<file path="config.mk">
export PLATFORM = sky130hd
export DESIGN_NAME = regfile_wb_arbiter_flat
export DESIGN_NICKNAME = d
export VERILOG_FILES = /design/src/rtl/regfile_wb_arbiter_pkg.sv /design/src/rtl/regfile_wb_arbiter_if.sv /design/src/rtl/regfile_wb_arbiter_scoreboard.sv /design/src/rtl/regfile_wb_arbiter.sv /design/src/flat_wrapper.sv
export SDC_FILE = /design/constraint.sdc
export NUM_CORES = 1
export LEC_CHECK = 0
export ABC_AREA = 1
export CORE_ASPECT_RATIO = 1.5
export CORE_UTILIZATION = 50
export CTS_BUF_LIST = sky130_fd_sc_hd__clkbuf_8 sky130_fd_sc_hd__clkbuf_16
export DETAILED_ROUTE_END_ITERATION = 6
export PLACE_DENSITY = 0.85
export SLEW_MARGIN = 0
export SYNTH_ARGS = -nofsm -noshare
export SYNTH_HDL_FRONTEND = slang
export SYNTH_SLANG_ARGS = --single-unit
</file>
<file path="constraint.sdc">
create_clock -name clk -period 3.4 [get_ports clk]
set_input_delay 0.68 -clock clk [delete_from_list [all_inputs] [get_ports clk]]
set_output_delay 0.68 -clock clk [all_outputs]
set_load 0.05 [all_outputs]
</file>
<file path="src/rtl/regfile_wb_arbiter_pkg.sv">
// Shared constants and FSM state type for the regfile write-back arbiter.
package regfile_wb_arbiter_pkg;

  localparam int unsigned RegAddrBusW = 5;
  localparam int unsigned RegBusW     = 32;

  localparam logic WriteEnable  = 1'b1;
  localparam logic WriteDisable = 1'b0;

  typedef enum logic [1:0] {
    WbIdle  = 2'd0,
    WbHold  = 2'd1,
    WbForce = 2'd2
  } wb_state_e;

endpackage

</file>
<file path="src/rtl/regfile_wb_arbiter_if.sv">
// Bundle of pipeline, multi-cycle unit, decode-check and regfile write signals.
interface regfile_wb_arbiter_if #(
  parameter int unsigned ADDR_W = 5,
  parameter int unsigned DATA_W = 32
);
  logic              a_we;
  logic [ADDR_W-1:0] a_waddr;
  logic [DATA_W-1:0] a_wdata;
  logic              b_valid;
  logic              b_ready;
  logic [ADDR_W-1:0] b_waddr;
  logic [DATA_W-1:0] b_wdata;
  logic              iss_valid;
  logic [ADDR_W-1:0] iss_waddr;
  logic [ADDR_W-1:0] chk_raddr1;
  logic [ADDR_W-1:0] chk_raddr2;
  logic [ADDR_W-1:0] chk_waddr;
  logic              hazard;
  logic              wb_stall;
  logic              err;
  logic              we;
  logic [ADDR_W-1:0] waddr;
  logic [DATA_W-1:0] wdata;

  modport master (
    output a_we, a_waddr, a_wdata, b_valid, b_waddr, b_wdata,
           iss_valid, iss_waddr, chk_raddr1, chk_raddr2, chk_waddr,
    input  b_ready, hazard, wb_stall, err, we, waddr, wdata
  );

  modport slave (
    input  a_we, a_waddr, a_wdata, b_valid, b_waddr, b_wdata,
           iss_valid, iss_waddr, chk_raddr1, chk_raddr2, chk_waddr,
    output b_ready, hazard, wb_stall, err, we, waddr, wdata
  );
endinterface

</file>
<file path="src/rtl/regfile_wb_arbiter_scoreboard.sv">
// wb_scoreboard: pending-write bits for registers owed by the multi-cycle unit,
// with a three-port combinational hazard lookup. Register 0 is never pending.
module wb_scoreboard #(
  parameter int unsigned ADDR_W = 5
) (
  input  logic              clk,
  input  logic              rst,
  input  logic              set_en,
  input  logic [ADDR_W-1:0] set_addr,
  input  logic              clr_en,
  input  logic [ADDR_W-1:0] clr_addr,
  input  logic [ADDR_W-1:0] raddr1,
  input  logic [ADDR_W-1:0] raddr2,
  input  logic [ADDR_W-1:0] waddr,
  output logic              hazard
);
  localparam int unsigned NREG = 1 << ADDR_W;

  logic [NREG-1:0] pending;
  logic [NREG-1:0] pending_nxt;

  // Clear is applied before set so a same-edge set/clear leaves the bit set.
  always_comb begin
    pending_nxt = pending;
    if (clr_en) pending_nxt[clr_addr] = 1'b0;
    if (set_en) pending_nxt[set_addr] = 1'b1;
    pending_nxt[0] = 1'b0;
  end

  always_ff @(posedge clk or negedge rst) begin
    if (!rst) pending <= '0;
    else      pending <= pending_nxt;
  end

  assign hazard = pending[raddr1] | pending[raddr2] | pending[waddr];
endmodule

</file>
<file path="src/rtl/regfile_wb_arbiter.sv">
// Arbitrates the regfile write port between pipeline writeback (A) and a
// multi-cycle unit (B). Optional macro WB_BYPASS_EN lets idle B skip the buffer.
module regfile_wb_arbiter
  import regfile_wb_arbiter_pkg::*;
#(
  parameter int unsigned ADDR_W       = RegAddrBusW,
  parameter int unsigned DATA_W       = RegBusW,
  parameter int unsigned STARVE_LIMIT = 4
) (
  input logic                 clk,
  input logic                 rst,
  regfile_wb_arbiter_if.slave bus
);
  localparam logic [3:0] LIMIT = 4'(STARVE_LIMIT);

  wb_state_e         state, state_nxt;
  logic [3:0]        cnt, cnt_nxt;
  logic [ADDR_W-1:0] buf_addr;
  logic [DATA_W-1:0] buf_data;
  logic              buf_ld;
  logic              wr_en;
  logic [ADDR_W-1:0] wr_addr;
  logic [DATA_W-1:0] wr_data;
  logic              clr_en;
  logic [ADDR_W-1:0] clr_addr;
  logic              err_set;
  logic              we_q;
  logic [ADDR_W-1:0] waddr_q;
  logic [DATA_W-1:0] wdata_q;
  logic              err_q;
  logic              a_valid;
  logic              b_fire;

  assign a_valid = bus.a_we && (bus.a_waddr != '0);
  assign b_fire  = bus.b_valid && (state == WbIdle);

  always_comb begin
    state_nxt = state;
    cnt_nxt   = cnt;
    buf_ld    = 1'b0;
    wr_en     = WriteDisable;
    wr_addr   = waddr_q;
    wr_data   = wdata_q;
    clr_en    = 1'b0;
    clr_addr  = buf_addr;
    err_set   = 1'b0;
    if (a_valid) begin
      wr_en   = WriteEnable;
      wr_addr = bus.a_waddr;
      wr_data = bus.a_wdata;
    end
    case (state)
      WbIdle: begin
        // A B result for register 0 is accepted and silently dropped.
        if (b_fire && (bus.b_waddr != '0)) begin
`ifdef WB_BYPASS_EN
          if (!a_valid) begin
            wr_en    = WriteEnable;
            wr_addr  = bus.b_waddr;
            wr_data  = bus.b_wdata;
            clr_en   = 1'b1;
            clr_addr = bus.b_waddr;
          end else begin
            buf_ld    = 1'b1;
            state_nxt = WbHold;
            cnt_nxt   = '0;
          end
`else
          buf_ld    = 1'b1;
          state_nxt = WbHold;
          cnt_nxt   = '0;
`endif
        end
      end
      WbHold, WbForce: begin
        if (!a_valid) begin
          wr_en     = WriteEnable;
          wr_addr   = buf_addr;
          wr_data   = buf_data;
          clr_en    = 1'b1;
          state_nxt = WbIdle;
          cnt_nxt   = '0;
        end else if (bus.a_waddr == buf_addr) begin
          // A overwrites the same register anyway: the stale buffered value is dropped.
          clr_en    = 1'b1;
          err_set   = 1'b1;
          state_nxt = WbIdle;
          cnt_nxt   = '0;
        end else if (state == WbHold) begin
          cnt_nxt = cnt + 4'd1;
          if (cnt_nxt == LIMIT) state_nxt = WbForce;
        end
      end
      default: begin
        state_nxt = WbIdle;
        cnt_nxt   = '0;
      end
    endcase
  end

  always_ff @(posedge clk or negedge rst) begin
    if (!rst) begin
      state    <= WbIdle;
      cnt      <= '0;
      buf_addr <= '0;
      buf_data <= '0;
      we_q     <= WriteDisable;
      waddr_q  <= '0;
      wdata_q  <= '0;
      err_q    <= 1'b0;
    end else begin
      state <= state_nxt;
      cnt   <= cnt_nxt;
      we_q  <= wr_en;
      if (buf_ld) begin
        buf_addr <= bus.b_waddr;
        buf_data <= bus.b_wdata;
      end
      if (wr_en) begin
        waddr_q <= wr_addr;
        wdata_q <= wr_data;
      end
      if (err_set) err_q <= 1'b1;
    end
  end

  wb_scoreboard #(
    .ADDR_W(ADDR_W)
  ) u_scoreboard (
    .clk     (clk),
    .rst     (rst),
    .set_en  (bus.iss_valid),
    .set_addr(bus.iss_waddr),
    .clr_en  (clr_en),
    .clr_addr(clr_addr),
    .raddr1  (bus.chk_raddr1),
    .raddr2  (bus.chk_raddr2),
    .waddr   (bus.chk_waddr),
    .hazard  (bus.hazard)
  );

  assign bus.b_ready  = (state == WbIdle);
  assign bus.wb_stall = (state == WbForce);
  assign bus.err      = err_q;
  assign bus.we       = we_q;
  assign bus.waddr    = waddr_q;
  assign bus.wdata    = wdata_q;
endmodule

</file>
<file path="src/flat_wrapper.sv">
// flat-port wrapper written by rule: the top's interface ports become plain ports
module regfile_wb_arbiter_flat import regfile_wb_arbiter_pkg::*;
#(
  parameter int unsigned ADDR_W       = RegAddrBusW,
  parameter int unsigned DATA_W       = RegBusW,
  parameter int unsigned STARVE_LIMIT = 4
)
  (clk, rst, bus_a_we, bus_a_waddr, bus_a_wdata, bus_b_valid, bus_b_waddr, bus_b_wdata, bus_iss_valid, bus_iss_waddr, bus_chk_raddr1, bus_chk_raddr2, bus_chk_waddr, bus_b_ready, bus_hazard, bus_wb_stall, bus_err, bus_we, bus_waddr, bus_wdata);
  regfile_wb_arbiter_if #(.ADDR_W(ADDR_W), .DATA_W(DATA_W)) bus_i ();
  input logic clk;
  input logic rst;
  input wire logic [$bits(bus_i.a_we)-1:0] bus_a_we;
  input wire logic [$bits(bus_i.a_waddr)-1:0] bus_a_waddr;
  input wire logic [$bits(bus_i.a_wdata)-1:0] bus_a_wdata;
  input wire logic [$bits(bus_i.b_valid)-1:0] bus_b_valid;
  input wire logic [$bits(bus_i.b_waddr)-1:0] bus_b_waddr;
  input wire logic [$bits(bus_i.b_wdata)-1:0] bus_b_wdata;
  input wire logic [$bits(bus_i.iss_valid)-1:0] bus_iss_valid;
  input wire logic [$bits(bus_i.iss_waddr)-1:0] bus_iss_waddr;
  input wire logic [$bits(bus_i.chk_raddr1)-1:0] bus_chk_raddr1;
  input wire logic [$bits(bus_i.chk_raddr2)-1:0] bus_chk_raddr2;
  input wire logic [$bits(bus_i.chk_waddr)-1:0] bus_chk_waddr;
  output wire logic [$bits(bus_i.b_ready)-1:0] bus_b_ready;
  output wire logic [$bits(bus_i.hazard)-1:0] bus_hazard;
  output wire logic [$bits(bus_i.wb_stall)-1:0] bus_wb_stall;
  output wire logic [$bits(bus_i.err)-1:0] bus_err;
  output wire logic [$bits(bus_i.we)-1:0] bus_we;
  output wire logic [$bits(bus_i.waddr)-1:0] bus_waddr;
  output wire logic [$bits(bus_i.wdata)-1:0] bus_wdata;
  assign bus_i.a_we = bus_a_we;
  assign bus_i.a_waddr = bus_a_waddr;
  assign bus_i.a_wdata = bus_a_wdata;
  assign bus_i.b_valid = bus_b_valid;
  assign bus_i.b_waddr = bus_b_waddr;
  assign bus_i.b_wdata = bus_b_wdata;
  assign bus_i.iss_valid = bus_iss_valid;
  assign bus_i.iss_waddr = bus_iss_waddr;
  assign bus_i.chk_raddr1 = bus_chk_raddr1;
  assign bus_i.chk_raddr2 = bus_chk_raddr2;
  assign bus_i.chk_waddr = bus_chk_waddr;
  assign bus_b_ready = bus_i.b_ready;
  assign bus_hazard = bus_i.hazard;
  assign bus_wb_stall = bus_i.wb_stall;
  assign bus_err = bus_i.err;
  assign bus_we = bus_i.we;
  assign bus_waddr = bus_i.waddr;
  assign bus_wdata = bus_i.wdata;
  regfile_wb_arbiter #(.ADDR_W(ADDR_W), .DATA_W(DATA_W), .STARVE_LIMIT(STARVE_LIMIT)) u_core (.clk(clk), .rst(rst), .bus(bus_i));
endmodule
</file>
# Word-level counts from Yosys, hierarchy flattened

Index checks and enable logic that the tools add are counted.

Reduce and logical (&&, ||, !) cells: 11
Muxes and demuxes: 39
Order comparisons: 7
Equal/unequal tests: 7
Bitwise gates (word level): 5
$add $sub $neg: 1

Operators by type and width:

| cell                                                                                | number |
|---|---|
| 32-bit two-way mux                                                                  | 5 |
| 32-bit AND                                                                          | 1 |
| 32-bit NOT                                                                          | 1 |
| 32-bit OR                                                                           | 1 |
| 5-bit by 6-bit < comparator with 1-bit output, second input constant                | 5 |
| 4-bit two-way mux                                                                   | 4 |
| 1-bit binary-select mux with 5-bit select                                           | 3 |
| 1-bit two-way mux                                                                   | 15 |
| 5-bit two-way mux                                                                   | 3 |
| 1-bit demux with 5-bit select                                                       | 2 |
| 5-bit by 1-bit greater-or-equal comparator with 1-bit output, second input constant | 2 |
| 2-bit two-way mux                                                                   | 5 |
| 5-bit nonzero test                                                                  | 2 |
| 4-bit inequality test, second input constant                                        | 2 |
| 4-bit one-hot mux with 2 select lines                                               | 1 |
| 5-bit equality test                                                                 | 1 |
| 1-bit logical AND                                                                   | 5 |
| 4-bit by 1-bit adder with 4-bit output, second input constant                       | 1 |
| 4-bit by 3-bit equality test with 1-bit output, second input constant               | 1 |
| 2-bit one-hot mux with 2 select lines                                               | 1 |
| 3-bit AND reduction                                                                 | 1 |
| 2-bit by 1-bit equality test with 1-bit output, second input constant               | 1 |
| 2-bit equality test, second input constant                                          | 1 |
| 2-bit zero test                                                                     | 1 |
| 4 further kinds                                                                     | 5 |

Logic and storage cells: 79
Bits in registers: 113
Output and inout bits: 42
Input bits: 99

# Depth between registers and ports, before layout

Gate-level depths: netlist of the first run.

Word-level depth: 9
Gate-level depth with buffers: 11
Gate-level depth less buffers: 10

# Cells and area by module

A second synthesis of the first run with hierarchy kept.

Cells, all modules: 843
Area total of the unflattened synthesis: 6,195.9 um^2

Modules (own cells, without submodules):

| module             | seq. area each (um^2) | times used | area each (um^2) | cells an instance |
|---|---|---|---|---|
| regfile_wb_arbiter | 2,052.0               | 1          | 3,897.5          | 476 |
| wb_scoreboard      | 775.7                 | 1          | 2,298.5          | 367 |

# Worst setup path after synthesis of the first run

Ideal clock, no wire load.

Kind: input port to output port
From: in bus_chk_raddr2[0]
To: out bus_hazard
Stages: 11
Path buffers: 2
Path slack: 0.816 ns
Arrival: 1.904 ns
Data required time: 2.720 ns
Cell sequence: buf_2 > inv_1 > buf_2 > nand2_1 > nand3_1 > nand3_1 > nand2_1 > nand2_1 > nand3_1 > nand2_1 > nand3_1

Cells in the longest elaborated chain, start to end: 4

RTL lines:

| item                                      | line                                | RTL |
|---|---|---|
| start: declaration                        | flat_wrapper.sv:21                  | `input wire logic [$bits(bus_i.chk_raddr2)-1:0] bus_chk_raddr2;` |
| 1-bit binary-select mux with 5-bit select | regfile_wb_arbiter_scoreboard.sv:35 | `assign hazard = pending[raddr1] \| pending[raddr2] \| pending[waddr];` |
| 1-bit two-way mux (not written as such)   | regfile_wb_arbiter_scoreboard.sv:35 |  |
| 1-bit OR (2 in a row)                     | regfile_wb_arbiter_scoreboard.sv:35 |  |
| end: declaration                          | flat_wrapper.sv:24                  | `output wire logic [$bits(bus_i.hazard)-1:0] bus_hazard;` |

Every way passes these cells. The select of a mux whose other input is x is not followed.

# Final worst setup path of the first run

From: in bus_chk_raddr1[1]
To: out bus_hazard

Cells in the longest elaborated chain, start to end: 4

RTL lines:

| item                                      | line                                | RTL |
|---|---|---|
| start: declaration                        | flat_wrapper.sv:20                  | `input wire logic [$bits(bus_i.chk_raddr1)-1:0] bus_chk_raddr1;` |
| 1-bit binary-select mux with 5-bit select | regfile_wb_arbiter_scoreboard.sv:35 |  |
| 1-bit two-way mux (not written as such)   | regfile_wb_arbiter_scoreboard.sv:35 |  |
| 1-bit OR (2 in a row)                     | regfile_wb_arbiter_scoreboard.sv:35 |  |

Every way passes these cells. The select of a mux whose other input is x is not followed.

==> results of run 1 <==
-- cells in the final DEF, fill, tap and decap left out, drive strengths merged, types with 17 or more instances in the layout --
| cell | n |
|---|---|
| nand2 | 218 |
| clkdlybuf4s50 | 138 |
| inv | 123 |
| dfrtp | 113 |
| o21ai | 105 |
| nand3 | 99 |
| nor2 | 54 |
| o211ai | 33 |
| a21oi | 30 |
| clkbuf | 18 |
| buf | 17 |
-- metal layers --
layer | global-route usage (%) | share of wire (%) | vias up
met5 | 0 | 0 | -
met3 | 10.49 | 8.3 | 80
met4 | 15.55 | 5.3 | 0
li1 | - | - | 2985
met1 | 32.27 | 36 | 2962
met2 | 52.44 | 50 | 275
-- area by class of cell --
class | count | area [µm²]
Multi-Input combinational cell | 569 | 2833
Clock buffer | 18 | 439.2
Tap cell | 153 | 191.4
Clock inverter | 11 | 101.3
Timing Repair Buffer | 155 | 1521
Sequential cell | 113 | 2828
Inverter | 120 | 450.4
Fill cell | 952 | 3775
-- registers in the layout, summed over array words and instances, names as in the netlist --
| register | count |
|---|---|
| u_core.bus.we | 1 |
| u_core.u_scoreboard.pending | 31 |
| u_core.bus.wdata | 32 |
| u_core.buf_addr | 5 |
| u_core.bus.waddr | 5 |
| u_core.state | 2 |
| u_core.buf_data | 32 |
| u_core.cnt | 4 |
| u_core.bus.err | 1 |
-- cell usage after synthesis (all sizes together) (2+ instances only) --
library cell and n:
or2 2, buf 15, ha 7, o31ai 2, o21ai 105, nand4 2
nor3 7, a21oi 30, nand2 218, inv 120, o21a 2, nand3 99
mux2 4, nor2 54, dfrtp 113, o211ai 33, clkbuf 22
-- stage by stage --
| step | instance area, µm² | setup WS [ns] |
|---|---|---|
| global route | 8364 | 0.2668 |
| CTS | 8364 | 0.4509 |
| detailed placement | 7824 | 0.4498 |
| finish | 8364 | 0.4242 |
| global placement | 7824 | 0.4185 |
| floorplan | 6281 | 0.8157 |
-- kinds of logic (layout without fill, tap and decap cells) --
| family | count (synthesis) | count (layout) | synth area share, % |
|---|---|---|---|
| buffers and inverters | 157 | 304 | 10.00 |
| adder cells (fa/ha/maj) | 7 | 7 | 1.394 |
| AO/OA/AOI/OAI | 174 | 174 | 17.19 |
| multiplexers | 4 | 4 | 0.7171 |
| XOR/XNOR | 1 | 1 | 0.1395 |
| AND/OR/NAND/NOR | 383 | 383 | 25.54 |
| flip-flops | 113 | 113 | 45.02 |
-- path summary, 6_finish.rpt --
kind / endpoint / from / slack [ns] / cells past startpoint
worst max-delay path: bus_hazard / bus_chk_raddr1[1] / 0.42 / 10
worst min-delay path: u_core.buf_data[15]$_DFFE_PN0P_ / rst / 0.27 / 1
worst max register to register: u_core.bus.wdata[10]$_DFFE_PN0P_ / u_core.state[0]$_DFFE_PN0P_ / 1.05 / 8
max in group asynchronous: u_core.u_scoreboard.pending[23]$_DFF_PN0_ / rst / 2.30 / 2
worst min register to register: u_core.u_scoreboard.pending[2]$_DFF_PN0_ / u_core.u_scoreboard.pending[2]$_DFF_PN0_ / 0.51 / 2
min in group clk: u_core.u_scoreboard.pending[2]$_DFF_PN0_ / u_core.u_scoreboard.pending[2]$_DFF_PN0_ / 0.51 / 2
-- power breakdown --
group | internal [mW] | switching, mW | leakage (nW)
clock network | 1.06 | 0.569 | 0.284
registers | 1.96 | 0.604 | 1.30
logic | 1.22 | 2.39 | 2.38
==> flow_results.org, run 1 <==
** Worst setup path
- The slowest stage of the critical path belongs to the cell sky130_fd_sc_hd__clkdlybuf4s50_1.
- At the worst endpoint, the required time is 2.72 ns.
- Critical Path Max Stage Delay :: 0.66 ns
- Arrival time of the worst setup path :: 2.30 ns
- The worst setup path is launched from a primary input.
- Walking the worst path, the cells encountered are clkdlybuf4s50_1, inv_1, nand3_1, nand3_1, nand2_1, nand2_1, nand3_1, nand2_1, nand3_1, buf_12.
- Together, buffers and inverters on the worst path number 3.
- Among the stages of the critical path, the cell type that occurs most often is sky130_fd_sc_hd__nand3_1.
- Setup Crit Path Kind :: primary input to primary output
- Along the worst path, the maximum fanout reaches 9.
- The worst setup path is captured at a primary output.
- In this design, the largest share of critical-path delay is due to buffers and inverters.

** Timing
- The hold violation count in the final report came to 0.
- Worst-Margin Slew :: 0.7593 ns
- Worst Hold Margin :: 0.2672 ns
- On the final layout, the worst clock skew is 0.008299 ns.
- Unrepaired setup endpoints after global routing :: no
- Aggregate negative setup slack :: 0 ns
- Setup violations remaining at the end of the flow were counted as 0.
- The clock period could shrink to 2.976 ns.
- Max-slew violation count :: 0
- Final cycle utilization of the critical path :: 87.52%
- Timing-limited maximum frequency :: 336.0 MHz
- Max-slew headroom at the worst pin :: 49.31%

** Die
- Rows :: 49
- In this run the count of I/O pins placed on the die edge is 141.
- For this configuration, the core starts out at a cell density of 51.74%.
- Placeable core region :: 12,140 µm²
- The die is 93.52 µm wide.
- The die covers 13,020 µm².
- The floorplan step set the die height to 139.3 µm.

** Clocking
- Sink count of the clock tree :: 113
- The tree is rooted in a sky130_fd_sc_hd__clkbuf_16.
- Counting the buffers created by CTS gives 17.
- Count of hold buffers inserted by post-cts repair :: 0
- At the later pin of the worst-skew pair, clock insertion delay measures 0.41 ns.
- In this run, post-CTS repair resized a total of 0 instances.
- TritonCTS built the clock tree.
- Number of setup buffers added after CTS :: 0
- Clock transition time at the flip-flop clock pins of the worst setup and hold paths :: 0.05 ns
- In this run the deepest clock path goes through 2 buffers.
- The H-tree generated during clock tree synthesis spans 4 levels.

** Logic synthesis
- Yosys mapped a number of flops with a built-in enable equal to 0.
- Top post-synthesis cells by area :: sky130_fd_sc_hd__dfrtp_1 (45%), sky130_fd_sc_hd__nand2_1 (13%), sky130_fd_sc_hd__nand3_1 (7.8%)
- Number of distinct standard cells referenced by the synthesized netlist :: 30
- Of the synthesized area, sequential elements account for 45.02%.
- Ys async rst share :: 100.0%
- Summed over its instances, the top area cell type makes up 45.02% of the synthesized netlist area.
- sky130_fd_sc_hd__dfrtp_1 takes more of the synthesized area than any other cell.
- Top_reg_cell synth :: sky130_fd_sc_hd__dfrtp_1
- The synthesized netlist occupies a cell area of 6281 µm².
- After synthesis, the mean cell area works out to 7.486 µm².
- Post-Syn Nets :: 945
- Warning count from the yosys run :: 0
- The synthesized design contains 113 register bits.
- Synthesis produced 839 cells.

** Layout
- Post-route non-filler standard cell count :: 1,139
- The number of antenna diodes in the final layout is 0.
- The final layout contains 1,082 nets.
- From synthesis to final layout, the design area changed by 33.17%.
- Share of layout cells above drive strength 1 :: 9.229%
- Cells fill 68.90% of the core in the end.

** Route
- The first TritonRoute pass finished after 5 iterations.
- The detail route stage leaves a number of antenna-violating nets equal to 0.
- Wires add up to 18,850 µm.
- After detailed routing, the average wire length per cell comes to 16.55 µm.
- In the routed design, unresolved DRC markers number 0.
- Using the TritonRoute via totals, the vias-per-cell ratio works out to 5.533.
- Detailed routing inserted a total of 6,302 vias.
- In this run, the number of DRC markers left after iteration 0 of detailed routing was 325.

** Global routing
- In the global route stage, overall resource usage came out at 30.37%.
- First-pass GRT wire length :: 30,490 µm
- Entering global routing, the biggest net connects 45 pins.
- The number of antenna violations at the first check in global routing is 0.
- Overflow left after global routing :: 0
- Via count of the first global-routing pass :: 6,280

** Placement
- After detailed placement, the design holds a cell count of 1,110.
- Number of port buffers :: 140
- At the end of routability-driven placement, the weighted congestion stood at 1.043.
- Detailed placement ended at an HPWL of 13,410 µm.

** Pwr
- After layout, the design draws a total of 7.806 mW.
- Worst IR Drop VDD :: 0.6916 mV
- The analysis attributes to cell leakage a power of 3.960 nW.
- Power density over cell area :: 933.3 nW/µm²

** Min path
- HP Class :: primary input to asynchronous set/reset pin

** Run status
- Result of the run :: completed

** Flow run
- Across the run, the number of max-cap violations was 0.
Power figures use the tool's default switching activity.
==> run 2, diff against run 1 <==
Clock period 3.4 ns to 2.8 ns, I/O delays scaled along.
==> run 2 against run 1 <==
Against the previous run:
- critical path depth stayed put
- utilization up 1.7 points
- die area stayed put
- worst hold slack lost 0.16 ns
- clock skew shrank 0.0033 ns
- largest cell class unchanged
- sequential power up 18%
- design area is 2.5% higher
- final cell count rose by 0.44%
- clock power is 56% higher
- critical path type unchanged
- largest power group unchanged
- non-clock buffer count unchanged
- critical endpoint unchanged
==> flow_results.org, run 2 (same netlist as run 1, synthesis figures left out) <==
** Die
- The die is 139.3 µm tall.
- # IOs :: 141
- The region available for standard cell placement spans 12,140 µm².
- The die covers 13,020 µm².
- Chip width :: 93.52 µm
- Rows :: 49
- Once the floorplan was initialized, standard cells occupied 51.74% of the core.

** Route
- The first detailed-routing pass took 5 iterations.
- Detailed routing inserted a total of 6,349 vias.
- Post-route DRC :: 0
- Via count normalized by instance count :: 5.550
- After detailed routing, the average wire length per cell comes to 16.53 µm.
- For this block, the initial DRC count from the detailed router was 343.
- Aggregate routed wire length :: 18,910 µm
- The count of nets left with antenna violations once routing finished came out at 0.

** Worst setup path
- Setup Crit Path Kind :: primary input to primary output
- Required time reported for the critical path endpoint :: 2.24 ns
- Kind of start point of the critical path :: primary input
- Maximum fanout along the worst path :: 20
- STA classifies the critical path endpoint as a primary output.
- Data on the critical path arrives at its endpoint at 2.15 ns.

** Layout
- The library cells used most frequently in the layout, excluding fill and tap cells, are sky130_fd_sc_hd__nand2_1 (214), sky130_fd_sc_hd__clkdlybuf4s50_1 (136), sky130_fd_sc_hd__inv_1 (116).
- The library cell used most frequently in the layout, excluding fill and tap cells, is sky130_fd_sc_hd__nand2_1.
- Post-route non-filler standard cell count :: 1,144
- The number of antenna diodes in the final layout is 0.
- The final layout contains 1,084 nets.
- Share of layout cells above drive strength 1 :: 9.889%
- Syn-to-layout area delta :: 36.43%

** Flow run
- Count of maximum capacitance violations :: 0

** Pwr
- Post-route total power :: 9.965 mW
- Power spread over the standard cell area amounts to 1163 nW/µm².
- In this run the static leakage power is 4.045 nW.
- Worst IR Drop VDD :: 0.9328 mV

** Timing
- The worst pin sits at a relative slew slack of 52.83%.
- Between clock sinks in the finished design, the worst skew comes to 0.004968 ns.
- The worst path in the final design needs a cycle of 2.708 ns, including I/O delays and setup.
- Worst-Margin Slew :: 0.7049 ns
- Final cycle utilization of the critical path :: 96.71%
- Timing-limited maximum frequency :: 369.3 MHz
- The final-report max-slew violation count is 0.
- Number of hold violations in the final report :: 0
- Setup violations remaining at the end of the flow were counted as 0.
- In the final timing run, aggregate negative setup slack is 0 ns.
- Setup repair after global routing left no endpoint under its margin.

** Placement
- Summed over all nets, the half-perimeter wirelength after detailed placement is 12,800 µm.
- At the end of routability-driven placement, the weighted congestion stood at 1.002.
- Number of cells in the design after placement :: 1,110
- Input and output buffers added on the ports amount to 140.

** Global routing
- Entering global routing, the biggest net connects 71 pins.
- The number of global-route vias before repair is 6,512.
- The first global-routing pass estimated 30,830 µm of wire.
- The number of antenna violations at the first check in global routing is 0.
- Overall Global Routing Usage :: 30.55%
- Summed over all layers, the global routing overflow is 0.

** Min path
- HP Class :: primary input to asynchronous set/reset pin

** Clocking
- The number of clock buffers added by TritonCTS is 17.
- CTS tree :: built
- At the later pin of the worst-skew pair, clock insertion delay measures 0.41 ns.
- Clock transition time at the flip-flop clock pins of the worst setup and hold paths :: 0.05 ns
- The H-tree was split into 4 levels.
- Sink count of the clock tree :: 113
- Number of buffers on the longest clock path :: 2
- Number of setup buffers added after CTS :: 0
- The tree is rooted in a sky130_fd_sc_hd__clkbuf_16.

** Run status
- Result of the run :: completed
==> run 2: stage by stage <==
stage                     util (%)  cell area, µm²  hold WS [ns]  worst slack [ns]
after CTS                    70.37            8542        0.1204           0.09949
after global routing         70.59            8569        0.1483           0.02144
after floorplan                  -            6281        0.2644            0.4557
final                        70.59            8569        0.1077           0.09216
after detailed placement     64.66            7849        0.4947            0.1097
after global placement       64.66            7849        0.4834            0.1104
==> run 2: worst max-delay path, stage by stage <==
cell                              delay (ns)
sky130_fd_sc_hd__clkdlybuf4s50_1        0.48
sky130_fd_sc_hd__buf_4                  0.23
sky130_fd_sc_hd__nand2_1                0.09
sky130_fd_sc_hd__nand3_1                0.08
sky130_fd_sc_hd__nand3_1                0.13
sky130_fd_sc_hd__nand3_1                0.12
sky130_fd_sc_hd__nand3_1                0.09
sky130_fd_sc_hd__nand2_1                0.07
sky130_fd_sc_hd__nand3_1                0.11
sky130_fd_sc_hd__buf_12                 0.18
==> run 2: layout make-up <==
class | count | area (µm²)
multi-input combinational | 569 | 2833
tap | 153 | 191.4
fill | 917 | 3570
timing repair buffer | 155 | 1551
clock buffer | 19 | 452.9
sequential | 113 | 2828
timing repair inverter | 2 | 15.01
inverter | 120 | 457.9
clock inverter | 13 | 240.2
==> run 2: final timing paths <==
check | start | endpoint | slack [ns] | cells after the start
setup / recovery | bus_chk_waddr[0] | bus_hazard | 0.09 | 10
hold / removal | rst | u_core.bus.wdata[4]$_DFFE_PN0P_ | 0.11 | 1
setup reg to reg | u_core.state[0]$_DFFE_PN0P_ | u_core.bus.wdata[3]$_DFFE_PN0P_ | 0.75 | 8
hold reg to reg | u_core.bus.err$_DFFE_PN0P_ | u_core.bus.err$_DFFE_PN0P_ | 0.50 | 1
max in group asynchronous | rst | u_core.u_scoreboard.pending[14]$_DFF_PN0_ | 2.04 | 2
min in group clk | u_core.bus.err$_DFFE_PN0P_ | u_core.bus.err$_DFFE_PN0P_ | 0.50 | 1
==> run 2: power by group <==
part	internal (mW)	leakage (nW)	total, mW	switching (mW)
Sequential	2.38	1.30	3.03	0.647
Clock	1.79	0.351	2.54	0.752
Combinational	1.49	2.40	4.40	2.91
==> run 2: routing by layer <==
layer,vias up,track usage [%],routed length (µm)
met1,2976,32.35,6877
met3,75,9.617,1565
met5,-,0,0
met2,302,53.10,9631
met4,0,16.60,838
li1,2996,-,-
==> run 2: what timing repair did <==
| action | CTS | global route |
|---|---|---|
| setup endpoints to repair | 0 | 1 |
| hold buffers | 0 | 0 |
| gates resized for setup | 0 | 6 |
| endpoints found under the hold margin | 0 | 0 |
